## config.mk

```make
export PLATFORM = sky130hd
export DESIGN_NAME = fp_norm_round
export DESIGN_NICKNAME = d
export VERILOG_FILES = /design/src/rtl/fp_norm_round.sv
export SDC_FILE = /design/constraint.sdc
export NUM_CORES = 1
export LEC_CHECK = 0
export CORE_ASPECT_RATIO = 2
export CORE_UTILIZATION = 35
export DETAILED_ROUTE_END_ITERATION = 10
export GPL_TIMING_DRIVEN = 0
export PLACE_DENSITY_LB_ADDON = 0.08
export SLEW_MARGIN = 20
export SYNTH_ARGS = -nofsm -noshare
export SYNTH_HDL_FRONTEND = slang
export SYNTH_SLANG_ARGS = --single-unit
```

## constraint.sdc

```tcl
create_clock -name clk_i -period 12.6 [get_ports clk_i]
set_input_delay 1.89 -clock clk_i [delete_from_list [all_inputs] [get_ports clk_i]]
set_output_delay 1.89 -clock clk_i [all_outputs]
set_load 0.05 [all_outputs]
```

## src/rtl/fp_norm_round.sv

```systemverilog
// Post-normalization and round-to-nearest-even stage behind the FP adder.
// Two register stages with valid/ready flow control: normalize, then round/classify/pack.
module fp_norm_round #(
  parameter int unsigned C_EXP          = 8,
  parameter int unsigned C_MANT         = 23,
  parameter int unsigned C_EXP_PRENORM  = 10,
  parameter int unsigned C_MANT_PRENORM = 48
) (
  input  logic                        clk_i,
  input  logic                        rst_i,
  input  logic                        valid_i,
  output logic                        ready_o,
  input  logic                        sign_i,
  input  logic [C_EXP_PRENORM-1:0]    exp_i,
  input  logic [C_MANT_PRENORM-1:0]   mant_i,
  output logic                        valid_o,
  input  logic                        ready_i,
  output logic [C_EXP+C_MANT:0]       result_o,
  output logic                        ovf_o,
  output logic                        uf_o,
  output logic                        zero_o,
  output logic                        inexact_o
);

  localparam int unsigned EW  = C_EXP_PRENORM + 1;
  localparam int unsigned PW  = $clog2(C_MANT_PRENORM);
  localparam int unsigned HID = C_MANT_PRENORM - 2;
  localparam int unsigned NW  = HID;
  localparam int unsigned GRD = HID - C_MANT - 1;
  localparam int unsigned FW  = C_MANT + 1;
  localparam int unsigned RW  = 1 + C_EXP + C_MANT;
  localparam logic signed [EW-1:0] E_ZERO = '0;
  localparam logic signed [EW-1:0] E_MAX  = EW'((1 << C_EXP) - 1);

  // Stage-1 registers: bits below the hidden one only, the hidden bit is implied.
  logic                 s1_valid;
  logic                 s1_sign;
  logic                 s1_zero;
  logic                 s1_sticky;
  logic signed [EW-1:0] s1_exp;
  logic [NW-1:0]        s1_mant;

  logic stage2_load;
  logic stage1_load;

  assign stage2_load = ~valid_o | ready_i;
  assign stage1_load = ~s1_valid | stage2_load;
  assign ready_o     = stage1_load;

  // Leading-one detect and normalizing shift.
  logic [PW-1:0]        lead;
  logic [PW-1:0]        shamt;
  logic [NW-1:0]        norm;
  logic                 shifted_out;
  logic signed [EW-1:0] e_norm;

  always_comb begin
    lead = '0;
    for (int i = 0; i < C_MANT_PRENORM; i++) begin
      if (mant_i[i]) lead = PW'(i);
    end
    shamt       = PW'(HID) - lead;
    shifted_out = 1'b0;
    if (lead == PW'(HID + 1)) begin
      norm        = NW'(mant_i >> 1);
      shifted_out = mant_i[0];
    end else begin
      norm = NW'(mant_i << shamt);
    end
    e_norm = EW'($signed(exp_i)) + $signed(EW'(lead)) - $signed(EW'(HID));
  end

  // Round to nearest even, then classify and pack.
  logic                 guard;
  logic                 sticky;
  logic                 round_up;
  logic [FW-1:0]        frac_inc;
  logic signed [EW-1:0] e_rnd;
  logic [RW-1:0]        result_n;
  logic                 ovf_n;
  logic                 uf_n;
  logic                 zero_n;
  logic                 inexact_n;

  always_comb begin
    guard     = s1_mant[GRD];
    sticky    = (|s1_mant[GRD-1:0]) | s1_sticky;
    round_up  = guard & (sticky | s1_mant[GRD+1]);
    frac_inc  = {1'b0, s1_mant[NW-1 -: C_MANT]} + FW'(round_up);
    e_rnd     = s1_exp + $signed(EW'(frac_inc[C_MANT]));
    result_n  = '0;
    ovf_n     = 1'b0;
    uf_n      = 1'b0;
    zero_n    = 1'b0;
    inexact_n = 1'b0;
    if (s1_zero) begin
      zero_n = 1'b1;
    end else if (e_rnd <= E_ZERO) begin
      result_n  = {s1_sign, {(RW-1){1'b0}}};
      uf_n      = 1'b1;
      inexact_n = 1'b1;
    end else if (e_rnd >= E_MAX) begin
      result_n  = {s1_sign, {C_EXP{1'b1}}, {C_MANT{1'b0}}};
      ovf_n     = 1'b1;
      inexact_n = 1'b1;
    end else begin
      result_n  = {s1_sign, e_rnd[C_EXP-1:0], frac_inc[C_MANT-1:0]};
      inexact_n = guard | sticky;
    end
  end

  // Pipeline registers; stage 2 drains while stage 1 refills in the same cycle.
  always_ff @(posedge clk_i) begin
    if (rst_i) begin
      s1_valid  <= 1'b0;
      s1_sign   <= 1'b0;
      s1_zero   <= 1'b0;
      s1_sticky <= 1'b0;
      s1_exp    <= '0;
      s1_mant   <= '0;
      valid_o   <= 1'b0;
      result_o  <= '0;
      ovf_o     <= 1'b0;
      uf_o      <= 1'b0;
      zero_o    <= 1'b0;
      inexact_o <= 1'b0;
    end else begin
      if (stage1_load) begin
        s1_valid <= valid_i;
        if (valid_i) begin
          s1_sign   <= sign_i;
          s1_zero   <= (mant_i == '0);
          s1_sticky <= shifted_out;
          s1_exp    <= e_norm;
          s1_mant   <= norm;
        end
      end
      if (stage2_load) begin
        valid_o <= s1_valid;
        if (s1_valid) begin
          result_o  <= result_n;
          ovf_o     <= ovf_n;
          uf_o      <= uf_n;
          zero_o    <= zero_n;
          inexact_o <= inexact_n;
        end
      end
    end
  end

endmodule

```

==> results of run 1 <==
[through the flow]
stage / cell area, µm² / utilization / power, µW / cells / hold WS (ns)
2_1_floorplan: 9120 / - / 663 / 1221 / 0.432
4_1_cts: 10600 / 0.412 / 1160 / 1646 / 0.453
3_5_place_dp: 10300 / 0.400 / 858 / 1630 / 0.443
5_1_grt: 10600 / 0.413 / 1210 / 1647 / 0.470
6_report: 10600 / 0.413 / 1170 / 1647 / 0.450
3_3_place_gp: 10200 / 0.399 / 860 / 1630 / 0.440
[worst max-delay path, cell delays in order]
cell and delay, ns:
clkdlybuf4s50_1 0.89, inv_1 0.23, a21oi_1 0.21, and4b_1 0.22, o21a_1 0.10, o21a_1 0.31
inv_2 0.33, buf_2 0.43, buf_2 0.43, ha_1 0.28, buf_2 0.29, buf_1 0.60
clkbuf_1 0.60, buf_1 0.58, nand3_1 0.25, xnor2_1 0.43, nand2_1 0.42, clkbuf_1 0.44
o311ai_0 0.73, o21ai_0 0.18, nor2_1 0.11
[per-layer routing]
| metal | share of wire | wire (µm) | vias to the layer above | track usage |
|---|---|---|---|---|
| li1 | - | - | 4764 | - |
| met1 | 0.30 | 15300 | 5077 | 0.336 |
| met2 | 0.52 | 26500 | 552 | 0.704 |
| met3 | 0.050 | 2560 | 265 | 0.0709 |
| met4 | 0.13 | 6670 | 2 | 0.431 |
| met5 | 0.00024 | 12 | - | 0 |
[synth_stat cells (8+ instances only)]
| cell type | count | share of area |
|---|---|---|
| o22ai_1 | 28 | 0.019 |
| xnor2_1 | 18 | 0.017 |
| ha_1 | 20 | 0.027 |
| buf_2 | 20 | 0.011 |
| o21a_1 | 8 | 0.0066 |
| mux2_2 | 13 | 0.016 |
| dfxtp_1 | 98 | 0.22 |
| mux4_2 | 16 | 0.040 |
| clkbuf_1 | 82 | 0.034 |
| and3_1 | 10 | 0.0069 |
| nor3_1 | 36 | 0.020 |
| inv_1 | 32 | 0.013 |
| or4_1 | 8 | 0.0066 |
| a221oi_2 | 11 | 0.018 |
| nor2_1 | 133 | 0.055 |
| nand2_1 | 104 | 0.043 |
| nor4_1 | 20 | 0.014 |
| buf_1 | 10 | 0.0041 |
| nand3_1 | 29 | 0.016 |
| a31oi_1 | 17 | 0.012 |
| a211oi_1 | 9 | 0.0074 |
| a21oi_1 | 107 | 0.059 |
| a221oi_1 | 45 | 0.043 |
| mux2i_1 | 65 | 0.071 |
| o21ai_0 | 70 | 0.038 |
| a22oi_1 | 37 | 0.030 |
| nor2b_1 | 25 | 0.017 |
| xor2_1 | 17 | 0.016 |
[logic make-up (layout without fill, tap and decap cells)]
kind of cell,Yosys count,count (layout),synth area share
fa+ha+maj,21,21,0.0296
compound gates,413,413,0.310
flops,98,98,0.215
buf+inv,154,240,0.0707
simple gates,404,404,0.208
xor+xnor,35,35,0.0336
mux,96,96,0.133
[sequential cells by signal, summed over array words and instances, names as in the netlist]
register   count
s1_mant       46
zero_o         1
inexact_o      1
valid_o        1
s1_zero        1
s1_exp        11
s1_sign        1
s1_sticky      1
s1_valid       1
result_o      32
ovf_o          1
uf_o           1
[power by group through the flow]
stage | clock (µW) | combinational [µW] | sequential [µW]
4_1_cts | 304 | 497 | 356
6_report | 299 | 517 | 356
3_3_place_gp | 0 | 497 | 362
3_5_place_dp | 0 | 495 | 363
5_1_grt | 315 | 541 | 358
2_1_floorplan | 0 | 295 | 368
[path summary, 6_finish.rpt]
kind | cells after the start | end | slack [ns]
worst max-delay path | 21 | s1_mant[4] | 2.88
worst min-delay path | 2 | result_o[24] | 0.45
worst max register to register | 23 | result_o[4] | 6.38
worst min register to register | 2 | result_o[24] | 0.45
[area by class of cell]
class,count,area [µm²]
clock inverters,7,92.6
flip-flops and latches,98,1960
plain buffers,119,513
inverters,35,131
repair buffers,70,702
multi-input cells,969,6540
clock buffers,9,225
fillers,2775,15100
well taps,340,425
==> run_results.csv, run 1 <==
group,metric,value,unit
outcome,status,"finished, final reports clean",
global_route,grt_pass1_vias,10707,
final_layout,layout-drive-gt1-share,0.0796,
clock_network,cts_tree,"built",
die,core,25700,µm²
final_layout,layout.nets,1386,
drt,vias_per_cell,6.47,
critical_path,crit_fanout,11,
hold_path,hp-start,"result_o[24]",
global_route,antenna_found_initial,1,
die,fp-row-count,83,
clock_network,numCtsBuffers,9,
placement,gp_congestion,1.07,
critical_path,worstSetupStartpoint,"mant_i[25]",
pwr,power_frac_clock,0.255,
timing,finalMaxSlewViolations,0,
timing,tightest_slew,1.18,ns
drt,drtPass1Iterations,5,
global_route,grt_max_degree,20,
final_layout,antenna_cells,0,
synth,async_flop_share,0,
timing,tns,0,ns
timing,hold_viol_final,0,
final_layout,syn2layout_area_growth,16.2,%
pwr,p_sw_frac,0.437,
global_route,grt_pass1_wl,73.0,mm
die,die_w,116,µm
critical_path,cp-start-kind,"input pin",
placement,port_buffers,69,
pwr,powerDensity,111,nW/µm²
placement,preCtsSetupSlack,2.80,ns
drt,drt-wirelength-per-cell,31.0,µm
drt,dr_total_vias,10660,
critical_path,critPathKind,"input pin to flop",
drt,drt-total-wl,51.0,mm
synth,synth-edff-count,0,
die,dieArea,26700,µm²
clock_network,clk_pin_slew,0.07,ns
die,start_util,0.355,
synth,synthDistinctLibCells,79,
clock_network,htree_levels,3,
timing,finalCriticalPeriod,9.72,ns
clock_network,clock-sinks,98,
pwr,power.share.combinational,0.441,
critical_path,r2r_start,"s1_sticky",
synth,synth_flop_cell,"dfxtp_1",
drt,ant_nets,0,
job,maxCapViolCount,0,
drt,drc,0,
pwr,seq_power_share,0.304,
timing,slew_headroom,0.208,
final_layout,layout_commonest_cell,"nor2_1",
synth,syn_area_per_cell,7.47,µm²
pwr,cellLeakagePower,0.00392,µW
pwr,ir_drop,66.2,µV
global_route,grt_use_total,0.393,
critical_path,worstPathRequired,12.91,ns
timing,fin_ws,2.88,ns
synth,ys_seq_elements,98,
critical_path,crit_path_end_kind,"flop",
synth,synthesis.nets,1305,
drt,drtIter0Drc,689,
timing,rsz0062_at_grt,"false",
pwr,p_int,660,µW
clock_network,cts-resized-gates,0,
clock_network,clock_path_buffers,2,
hold_path,min_path_type,"flop to flop",
synth,syn_inst,1221,
clock_network,worstSkewPairLatency,0.37,ns
synth,ys.warnings.count,0,
global_route,gr-total-overflow,0,
clock_network,cts_setup_buffers,0,
critical_path,crit_arrival,10.03,ns
timing,post-route-period-util,0.772,
pwr,p_sw,512,µW
timing,max_freq,103,MHz
die,io_pins,101,
synth,syn_area,9120,µm²
clock_network,ctsHoldBuffers,0,
clock_network,root_buffer,"clkbuf_16",
die,die_h,230,µm
final_layout,final_cell_mix,"nor2_1 (133), a21oi_1 (107), nand2_1 (104), dfxtp_1 (98), clkbuf_1 (82)",
placement,hpwl,41.8,mm
synth,seq_area_frac_synth,0.215,
timing,finClkSkew,0.0161,ns
timing,setup-violations-final,0,
Note: power is estimated with default switching activity, not from simulation.
==> run 2, diff against run 1 <==
==> constraint.sdc (replaced) <==
create_clock -name clk_i -period 8.4 [get_ports clk_i]
set_input_delay 1.26 -clock clk_i [delete_from_list [all_inputs] [get_ports clk_i]]
set_output_delay 1.26 -clock clk_i [all_outputs]
set_load 0.05 [all_outputs]
==> run_results.csv, run 2 (synthesized netlist as in run 1, its figures left out) <==
group,metric,value,unit
final_layout,fin_util,0.413,
placement,hpwl,41.8,mm
critical_path,r2r_cells,23,
critical_path,critPathKind,"input pin to flop",
die,dieArea,26700,µm²
global_route,gr-total-overflow,0,
die,start_util,0.355,
clock_network,clock_path_buffers,2,
hold_path,holdPathStages,2,
clock_network,cts_tree,"built",
drt,drt-wirelength-per-cell,30.8,µm
placement,port_buffers,69,
drt,ant_nets,0,
clock_network,clock-sinks,98,
timing,tightest_slew,1.23,ns
drt,drtPass1Iterations,6,
clock_network,root_buffer,"clkbuf_16",
pwr,power,1760,µW
timing,hold_viol_final,0,
hold_path,hp-start,"result_o[24]",
global_route,grt_pass1_vias,10696,
outcome,status,"finished, final reports clean",
final_layout,final_cell_mix,"nor2_1 (133), a21oi_1 (107), nand2_1 (104), dfxtp_1 (98), clkbuf_1 (78)",
critical_path,cp-start-kind,"input pin",
final_layout,syn2layout_area_growth,16.1,%
hold_path,min_path_type,"flop to flop",
timing,max_freq,123,MHz
critical_path,crit_path_end_kind,"flop",
die,die_w,116,µm
timing,tns,0,ns
clock_network,htree_levels,3,
global_route,antenna_found_initial,2,
timing,slew_headroom,0.174,
placement,gp_congestion,1.07,
critical_path,crit_fanout,19,
timing,setup-violations-final,0,
critical_path,r2r_end,"result_o[3]",
final_layout,reg_top3,"s1_mant (46), result_o (32), s1_exp (11)",
pwr,cellLeakagePower,0.00393,µW
timing,rsz0062_at_grt,"false",
drt,dr_total_vias,10619,
hold_path,whs_endpoint,"result_o[24]",
final_layout,layout.nets,1383,
die,die_h,230,µm
critical_path,worstPathRequired,8.66,ns
timing,finalCriticalPeriod,8.15,ns
critical_path,crit_arrival,8.41,ns
pwr,powerDensity,166,nW/µm²
drt,drt-total-wl,50.7,mm
critical_path,worstSetupStartpoint,"mant_i[36]",
global_route,grt_max_degree,20,
timing,finalMaxSlewViolations,0,
drt,drtIter0Drc,702,
global_route,grt_pass1_wl,72.6,mm
die,fp-row-count,83,
clock_network,numCtsBuffers,9,
final_layout,antenna_cells,0,
critical_path,path_cells,"clkdlybuf4s50_1 -> clkbuf_1 -> nor3_1 -> o21ai_0 -> a211o_1 -> o21a_1 -> inv_2 -> buf_2 -> buf_2 -> ha_1 -> buf_2 -> buf_1 -> clkbuf_2 -> mux2i_1 -> o22ai_1 -> a221oi_2 -> mux2i_1 -> mux2i_1 -> mux2i_1 -> a221oi_1 -> a21oi_1",
timing,finClkSkew,0.0131,ns
critical_path,r2r_start,"s1_sticky",
final_layout,layout_commonest_cell,"nor2_1",
critical_path,slowest_stage,"mux2i_1",
critical_path,critPathMaxStageDelay,0.63,ns
timing,post-route-period-util,0.970,
final_layout,layout-drive-gt1-share,0.0828,
die,io_pins,101,
drt,vias_per_cell,6.46,
drt,drc,0,
clock_network,worstSkewPairLatency,0.37,ns
critical_path,path_common_cell,"mux2i_1",
final_layout,largest_register,"s1_mant",
clock_network,clk_pin_slew,0.08,ns
critical_path,rrSetupSlack,2.18,ns
die,core,25700,µm²
global_route,grt_use_total,0.391,
final_layout,largest_reg_flops,46,
pwr,ir_drop,101,µV
job,maxCapViolCount,0,
## run 2: layer usage
metal / wire length [µm] / GRT usage / part of all wire / vias up
met1: 15200 / 0.331 / 0.30 / 5102
met2: 26300 / 0.704 / 0.52 / 494
met4: 6630 / 0.426 / 0.13 / 4
met3: 2460 / 0.0714 / 0.048 / 252
met5: 27 / 0 / 0.00053 / -
li1: - / - / - / 4767
## run 2: repair_timing
item                       4_1_cts  5_1_grt
gates resized for setup          0       12
setup buffers                    0        0
setup endpoints to repair       10       29
hold buffers                     0        0
## run 2: per-stage QoR
step	area [µm²]	setup slack [ns]	cells	hold slack (ns)
after floorplan	9120	2.55	1221	0.432
after global placement	10200	-0.664	1630	0.440
after detailed placement	10300	-0.766	1630	0.443
after CTS	10600	0.123	1645	0.453
after global routing	10600	0.0986	1644	0.470
final	10600	0.253	1644	0.450
## run 2: area by class of cell
type,count,area [µm²]
Buffer,117,510
Clock inverter,7,92.6
Multi-Input combinational cell,969,6540
Sequential cell,98,1960
Clock buffer,9,225
Timing Repair Buffer,69,693
Tap cell,340,425
Fill cell,2780,15100
Inverter,35,131
## run 2: worst max-delay path: cells and delay by family
kind	cells	cell delay, ns
buffers and inverters	8	3.39
adders and majority gates	1	0.28
and+or+nand+nor	1	0.33
muxes	4	1.44
AOI/OAI and AO/OA	7	1.70
## run 2: worst max path at each step
stage                        endpoint  cells past startpoint
after CTS                  s1_mant[4]                     19
after floorplan           s1_mant[32]                     21
final                     s1_mant[31]                     21
after global placement     s1_mant[4]                     20
after detailed placement   s1_mant[4]                     20
after global routing      s1_mant[32]                     21
## run 2: where the power goes
part | internal (µW) | switching [µW]
clock | 239 | 209
combinational | 253 | 521
sequential | 498 | 35.6
total | 990 | 765
